[config.mk]
export PLATFORM = sky130hd
export DESIGN_NAME = mac_acc_array
export DESIGN_NICKNAME = d
export VERILOG_FILES = /design/src/rtl/mac_acc_array.sv
export SDC_FILE = /design/constraint.sdc
export NUM_CORES = 2
export LEC_CHECK = 0
export CORE_MARGIN = 5
export CORE_UTILIZATION = 45
export DETAILED_ROUTE_END_ITERATION = 8
export DONT_BUFFER_PORTS = 1
export RECOVER_POWER = 100
export SYNTH_ARGS = -nofsm -noshare
export SYNTH_HDL_FRONTEND = slang
export SYNTH_SLANG_ARGS = --single-unit
[constraint.sdc]
create_clock -name clk -period 6.1 [get_ports clk]
set_input_delay 1.22 -clock clk [delete_from_list [all_inputs] [get_ports clk]]
set_output_delay 1.22 -clock clk [all_outputs]
set_load 0.02 [all_outputs]
[src/rtl/mac_acc_array.sv]
// mac_acc_array: signed fixed-point dot-product engine.
// Pipeline: I (input regs) -> P (lane products) -> S (adder tree) -> A (accumulate,
// round, saturate into the result register). Valid/ready on both sides; the whole
// pipeline freezes while a finished result is waiting for the consumer.
module mac_acc_array #(
  parameter int LANES = 4,
  parameter int DW    = 16,
  parameter int FRAC  = 8,
  parameter int ACC_W = 40
) (
  input  logic                  clk,
  input  logic                  rst,
  input  logic                  in_valid,
  output logic                  in_ready,
  input  logic                  in_last,
  input  logic [LANES*DW-1:0]   ifm,
  input  logic [LANES*DW-1:0]   w,
  output logic                  out_valid,
  input  logic                  out_ready,
  output logic [DW-1:0]         out_data,
  output logic                  out_sat
);

  localparam int PW = 2 * DW;
  localparam int SW = 2 * DW + $clog2(LANES);

  // Saturation bounds and rounding constant, held one bit wider than the
  // accumulator so adding the half-LSB can never wrap.
  localparam logic signed [ACC_W:0] R_MAX = {{(ACC_W + 2 - DW){1'b0}}, {(DW - 1){1'b1}}};
  localparam logic signed [ACC_W:0] R_MIN = {{(ACC_W + 2 - DW){1'b1}}, {(DW - 1){1'b0}}};
  localparam logic signed [ACC_W:0] HALF  = (ACC_W + 1)'(1) << (FRAC - 1);

  // Stage I: registered input beat
  logic                  i_vld_q, i_vld_d, i_last_q, i_last_d;
  logic [LANES*DW-1:0]   i_ifm_q, i_ifm_d, i_w_q, i_w_d;
  // Stage P: per-lane products
  logic                  p_vld_q, p_vld_d, p_last_q, p_last_d;
  logic signed [PW-1:0]  p_q [LANES];
  logic signed [PW-1:0]  p_d [LANES];
  // Stage S: reduced sum
  logic                  s_vld_q, s_vld_d, s_last_q, s_last_d;
  logic signed [SW-1:0]  s_q, s_d;
  // Stage A: accumulator and result register
  logic signed [ACC_W-1:0] acc_q, acc_d;
  logic                    first_q, first_d;
  logic                    out_valid_q, out_valid_d;
  logic [DW-1:0]           out_data_q, out_data_d;
  logic                    out_sat_q, out_sat_d;

  logic                    stall, accept;
  logic signed [ACC_W-1:0] acc_sum;
  logic signed [ACC_W:0]   rnd, r;

  // Accumulate, round half up and shift back to the operand scale.
  always_comb begin
    acc_sum = (first_q ? '0 : acc_q) + ACC_W'(s_q);
    rnd     = (ACC_W + 1)'(acc_sum) + HALF;
    r       = rnd >>> FRAC;
  end

  // Handshake, stage advance and result load; everything holds while stalled.
  always_comb begin
    // NOTE: every signal gets its hold value first so no path can infer a latch.
    stall       = out_valid_q & ~out_ready;
    in_ready    = ~rst & ~stall;
    accept      = in_valid & in_ready;
    i_vld_d     = i_vld_q;
    i_last_d    = i_last_q;
    i_ifm_d     = i_ifm_q;
    i_w_d       = i_w_q;
    p_vld_d     = p_vld_q;
    p_last_d    = p_last_q;
    p_d         = p_q;
    s_vld_d     = s_vld_q;
    s_last_d    = s_last_q;
    s_d         = s_q;
    acc_d       = acc_q;
    first_d     = first_q;
    out_valid_d = out_valid_q;
    out_data_d  = out_data_q;
    out_sat_d   = out_sat_q;

    if (!stall) begin
      i_vld_d  = accept;
      i_last_d = in_last;
      i_ifm_d  = ifm;
      i_w_d    = w;

      p_vld_d  = i_vld_q;
      p_last_d = i_last_q;
      for (int i = 0; i < LANES; i++) begin
        p_d[i] = $signed(i_ifm_q[i*DW +: DW]) * $signed(i_w_q[i*DW +: DW]);
      end

      s_vld_d  = p_vld_q;
      s_last_d = p_last_q;
      s_d      = '0;
      for (int i = 0; i < LANES; i++) begin
        s_d = s_d + SW'(p_q[i]);
      end

      // A consumed result drops out_valid unless a new one replaces it below.
      if (out_valid_q && out_ready) out_valid_d = 1'b0;

      if (s_vld_q) begin
        acc_d   = acc_sum;
        first_d = s_last_q;
        if (s_last_q) begin
          out_valid_d = 1'b1;
          if (r > R_MAX) begin
            out_data_d = R_MAX[DW-1:0];
            out_sat_d  = 1'b1;
          end else if (r < R_MIN) begin
            out_data_d = R_MIN[DW-1:0];
            out_sat_d  = 1'b1;
          end else begin
            out_data_d = r[DW-1:0];
            out_sat_d  = 1'b0;
          end
        end
      end
    end
  end

  // State registers with synchronous reset; a reset drops any partial sum,
  // in-flight beats and a pending result.
  always_ff @(posedge clk) begin
    // NOTE: sequential state uses non-blocking assignments only, so every flop
    // samples pre-edge values regardless of statement order.
    if (rst) begin
      i_vld_q     <= 1'b0;
      i_last_q    <= 1'b0;
      i_ifm_q     <= '0;
      i_w_q       <= '0;
      p_vld_q     <= 1'b0;
      p_last_q    <= 1'b0;
      // NOTE: the product array is small flop storage, not RAM, so resetting it is cheap.
      for (int i = 0; i < LANES; i++) p_q[i] <= '0;
      s_vld_q     <= 1'b0;
      s_last_q    <= 1'b0;
      s_q         <= '0;
      acc_q       <= '0;
      first_q     <= 1'b1;
      out_valid_q <= 1'b0;
      out_data_q  <= '0;
      out_sat_q   <= 1'b0;
    end else begin
      i_vld_q     <= i_vld_d;
      i_last_q    <= i_last_d;
      i_ifm_q     <= i_ifm_d;
      i_w_q       <= i_w_d;
      p_vld_q     <= p_vld_d;
      p_last_q    <= p_last_d;
      p_q         <= p_d;
      s_vld_q     <= s_vld_d;
      s_last_q    <= s_last_d;
      s_q         <= s_d;
      acc_q       <= acc_d;
      first_q     <= first_d;
      out_valid_q <= out_valid_d;
      out_data_q  <= out_data_d;
      out_sat_q   <= out_sat_d;
    end
  end

  assign out_valid = out_valid_q;
  assign out_data  = out_data_q;
  assign out_sat   = out_sat_q;

endmodule

==> results.txt <==
The Yosys step of the flow raised 0 warnings. At the placement stage, the worst setup path has a slack of -0.3993 ns. The final reports fail on capacitance limit, slew limit. The endpoint class of the critical path is a flop. The die covers around 130000 µm².

After detailed routing, the number of vias per cell comes to 5.148. The slack of the critical path is 0.006854 ns. The number of nets in the layout came out at 8540. The achievable frequency is 0.1641 GHz. The worst vdd rail ir drop came out at 353.6 µV.

Summed over all instances, the cell type with the most area after synthesis is sky130_fd_sc_hd__fa_1. The synthesis-to-layout area growth is 15.41%. The flow ran to the end, but the final reports show violations. 152 I/O pins were placed. The worst register-to-register path has a depth of 23. The reg-to-reg critical path endpoint is p_q[29]. In this run the biggest area consumer among cell types represents 39.05% of the synthesized area. The number of filler cells placed in the layout came out at 11790. The HPWL after detailed placement is 123.8 mm.

The power per standard cell area came out at 320.5 nW/µm². By area the synthesized netlist is led by sky130_fd_sc_hd__fa_1 (39%), sky130_fd_sc_hd__dfxtp_1 (12%), sky130_fd_sc_hd__ha_1 (8.8%), sky130_fd_sc_hd__inv_1 (8.1%), sky130_fd_sc_hd__nand2_1 (7.9%). The leakage power came out at 32.01 nW. The horizontal extent of the die is approximately 370 µm. The slack of the worst reg-to-reg path came out at 0.007 ns. In the final layout, the multi-input gates occupy 45640 µm². The arrival time of data at the critical path endpoint is 6.65 ns. The number of clock buffers inserted by TritonCTS came out at slightly below 50. For this run, the detailed router's first-pass iteration total came to 7.

The hold violation total from the final report came out at 0. The final core utilization came out at roughly 52%. The number of nets in the synthesized netlist is 8245. 0 antenna diodes ended up in the layout.

The number of buffers on the longest clock path came out at 3. In the global route stage, overall resource usage came out at 22.62%. The combined flip-flop and latch cell area is approximately 7400 µm². The number of clock sinks is 355. The total DRC errors in the routed layout came out at 0.

The minimum hold slack is 0.4490 ns. The transition time at the pin with the least slew margin came out at 2.213 ns. After routing the design area is 65920 µm². The met2 routed wirelength came out at 73.72 mm. The hold-fix buffer count after cts came out at 0.

At the end of routability-driven placement, the weighted congestion stood at between 0.8 and 0.9. Signal routing reaches up to met5. The synthesized area per cell came out at 8.657 µm². The worst hold path belongs to the class flop to flop. The fraction of final layout cells with drive strength greater than 1 is 14.37%. The headroom to the max-slew limit came out at -47.56%.

The sequential element share of the synthesized area is 12.44%. Dividing the detail-routed wire length by the instance count gives 17.58 µm. In this run the most critical hold path is launched from acc_q[27]. The clock root buffer is sky130_fd_sc_hd__clkbuf_16.

Setup violations remaining at the end of the flow were counted as 0. In this run, distinct cell masters in the synthesized netlist total 85. The worst-path maximum fanout came out at 6. TritonCTS built the clock tree. Detailed routing inserted a total of 44180 vias. Setup repair after global routing could not meet its margin everywhere. The commonest non-fill, non-tap cell in the layout is sky130_fd_sc_hd__inv_1. The count of port buffers added during placement came out at 0.

The post-route antenna net violation count is 0. The startpoint identified for the worst register-to-register timing path is i_w_q[49]. The number of flops mapped to enable cells by yosys is 0.

The height of the die is between 300 and 400 µm. Across the routed clock network, the largest skew measured is 0.05005 ns. The area inside the core boundary is 125900 µm².

After technology mapping, the gate count stands at 6597. The synthesis-stage register bit count is 355. The initial antenna violation count came out at 2. The final max-slew violation count is 179. The post-placement cell area came out at 62010 µm². For this configuration, the core starts out at a cell density of 45.37%.

In the detailed route, the total length drawn on met3 is 6.696 mm. The via count of the first global-routing pass is 46590. The post-synthesis instance area came out at 57110 µm². The number of max-capacitance violations reported came out at 3. The worst hold path depth is 2.

The library cells used most frequently in the layout, excluding fill and tap cells, are sky130_fd_sc_hd__inv_1 (1194), sky130_fd_sc_hd__nand2_1 (1181), sky130_fd_sc_hd__fa_1 (1092). The number of design-rule violations left by the first detailed-router iteration came out at 2515. The clock latency on the worst-skew pair came out at 0.67 ns.

At the worst endpoint, the required time is 6.66 ns. Wires add up to 150.9 mm. The endpoint of the worst hold path is acc_q[27]. The wire length of the first global-routing pass is 246.7 mm. Of all flip-flops after synthesis, the portion carrying an async set or reset was 0%. The fraction of the cycle the final worst path needs came out at between 90% and 100%.

Row generation in the floorplan step produced 130 rows. By startpoint and endpoint, the worst setup path is classified as flop to flop. The routed length on met1 is 66.45 mm. The startpoint class of the critical path is a flop. The global route total overflow came out at 0. The most used flip-flop cell after synthesis is sky130_fd_sc_hd__dfxtp_1. The total power after layout is ~21 mW.

The H-tree level count came out at 2. Subtracting the final worst setup slack from the clock period gives 6.093 ns. Clock-pin slew was measured on the worst setup and hold paths at around 0.07 ns. The largest net degree at the start of global routing is 326.
[worst max-delay path by stage]
stage,from,end,slack [ns],depth (start not counted)
final,i_w_q[49],p_q[29],0.007,23
after global routing,i_ifm_q[40],p_q[63],-0.29,25
after floorplan,i_ifm_q[12],p_q[127],0.004,24
after detailed placement,i_ifm_q[6],p_q[125],-0.40,23
after CTS,i_w_q[17],p_q[94],-0.05,25
after global placement,i_w_q[5],p_q[126],-0.30,22
[kinds of logic after synthesis]
| logic type | share of synthesized area (%) |
|---|---|
| xor+xnor | 3.266 |
| fa+ha+maj | 47.83 |
| mux | 0.1862 |
| compound gates | 8.925 |
| flops | 12.44 |
| buf+inv | 10.05 |
| simple gates | 17.29 |
[report_power, final]
part	internal (mW)	leakage (nW)	switching (mW)
Sequential	2.77	2.98	0.541
Combinational	6.49	28.1	7.99
Clock	2.01	0.894	1.32
[metrics by stage]
stage / instances / setup TNS [ns]
floorplan: 6597 / 0
global placement: 8441 / -4.104
detailed placement: 8441 / -5.900
CTS: 8546 / -0.1226
global route: 8582 / -4.398
finish: 8582 / 0
[timing repair]
item                       4_1_cts  5_1_grt
cloned                           0        1
gates resized for setup        158      324
setup endpoints to repair       37       45
buffers inserted                14       37
pin swaps                       51      168
[cell usage after synthesis (8+ instances only)]
library cell / number
sky130_fd_sc_hd__a31oi_1: 22
sky130_fd_sc_hd__a211o_1: 10
sky130_fd_sc_hd__nand4_1: 21
sky130_fd_sc_hd__nand2_1: 1208
sky130_fd_sc_hd__ha_1: 401
sky130_fd_sc_hd__inv_1: 1229
sky130_fd_sc_hd__or2_2: 8
sky130_fd_sc_hd__nand3_1: 62
sky130_fd_sc_hd__and2_1: 394
sky130_fd_sc_hd__nand2b_1: 54
sky130_fd_sc_hd__and3_1: 22
sky130_fd_sc_hd__o211ai_1: 11
sky130_fd_sc_hd__fa_1: 1114
sky130_fd_sc_hd__o21a_1: 10
sky130_fd_sc_hd__nor2_1: 196
sky130_fd_sc_hd__nor3_1: 53
sky130_fd_sc_hd__a211oi_1: 41
sky130_fd_sc_hd__o21bai_1: 24
sky130_fd_sc_hd__dfxtp_1: 355
sky130_fd_sc_hd__a21o_1: 87
sky130_fd_sc_hd__clkbuf_1: 278
sky130_fd_sc_hd__xor2_1: 49
sky130_fd_sc_hd__xnor2_1: 164
sky130_fd_sc_hd__a21oi_1: 442
sky130_fd_sc_hd__o31ai_1: 9
sky130_fd_sc_hd__o21ai_0: 78
sky130_fd_sc_hd__or3_1: 22
sky130_fd_sc_hd__o221a_1: 17
sky130_fd_sc_hd__nand3b_1: 8
sky130_fd_sc_hd__nor4_1: 10
sky130_fd_sc_hd__o31a_1: 8
sky130_fd_sc_hd__nor2b_1: 57
[registers in the layout, summed over array words and instances (netlist names)]
register and cells:
out_sat 1, p_q 128, first_q 1, i_vld_q 1, acc_q 40, s_last_q 1, p_vld_q 1, i_w_q 64
i_last_q 1, i_ifm_q 64, p_last_q 1, s_vld_q 1, s_q 34, out_data 16, out_valid 1
[routing by layer]
| layer | global-route usage (%) | up-vias |
|---|---|---|
| met5 | 0 | - |
| met4 | 5.385 | 2 |
| met3 | 2.655 | 221 |
| met2 | 38.83 | 923 |
| met1 | 30.75 | 22250 |
| li1 | - | 20790 |
[cell type report]
type,count,share of cell area (%)
sequential,355,11.16
tap,1650,3.132
inverter,1234,7.027
clock inverter,32,0.8010
clock buffer,59,2.008
multi-input combinational,4718,69.24
timing repair buffer,534,6.632
[worst max-delay path, cell delays in order, from the launching register on]
cell and delay, ns:
sky130_fd_sc_hd__dfxtp_4 0.42, sky130_fd_sc_hd__nand2_4 0.06, sky130_fd_sc_hd__fa_1 0.54, sky130_fd_sc_hd__inv_2 0.04, sky130_fd_sc_hd__fa_1 0.53, sky130_fd_sc_hd__inv_1 0.05
sky130_fd_sc_hd__fa_1 0.46, sky130_fd_sc_hd__fa_1 0.57, sky130_fd_sc_hd__fa_1 0.44, sky130_fd_sc_hd__fa_1 0.52, sky130_fd_sc_hd__inv_2 0.05, sky130_fd_sc_hd__ha_4 0.29
sky130_fd_sc_hd__o2111ai_4 0.13, sky130_fd_sc_hd__o2111ai_2 0.29, sky130_fd_sc_hd__or3b_4 0.44, sky130_fd_sc_hd__nand3_4 0.11, sky130_fd_sc_hd__a41oi_2 0.13, sky130_fd_sc_hd__nor2b_1 0.13
sky130_fd_sc_hd__o21a_1 0.15, sky130_fd_sc_hd__o21ai_2 0.08, sky130_fd_sc_hd__o2bb2ai_2 0.15, sky130_fd_sc_hd__xnor2_1 0.14, sky130_fd_sc_hd__nand2_1 0.08, sky130_fd_sc_hd__a21oi_2 0.20
Power figures use the tool's default switching activity.
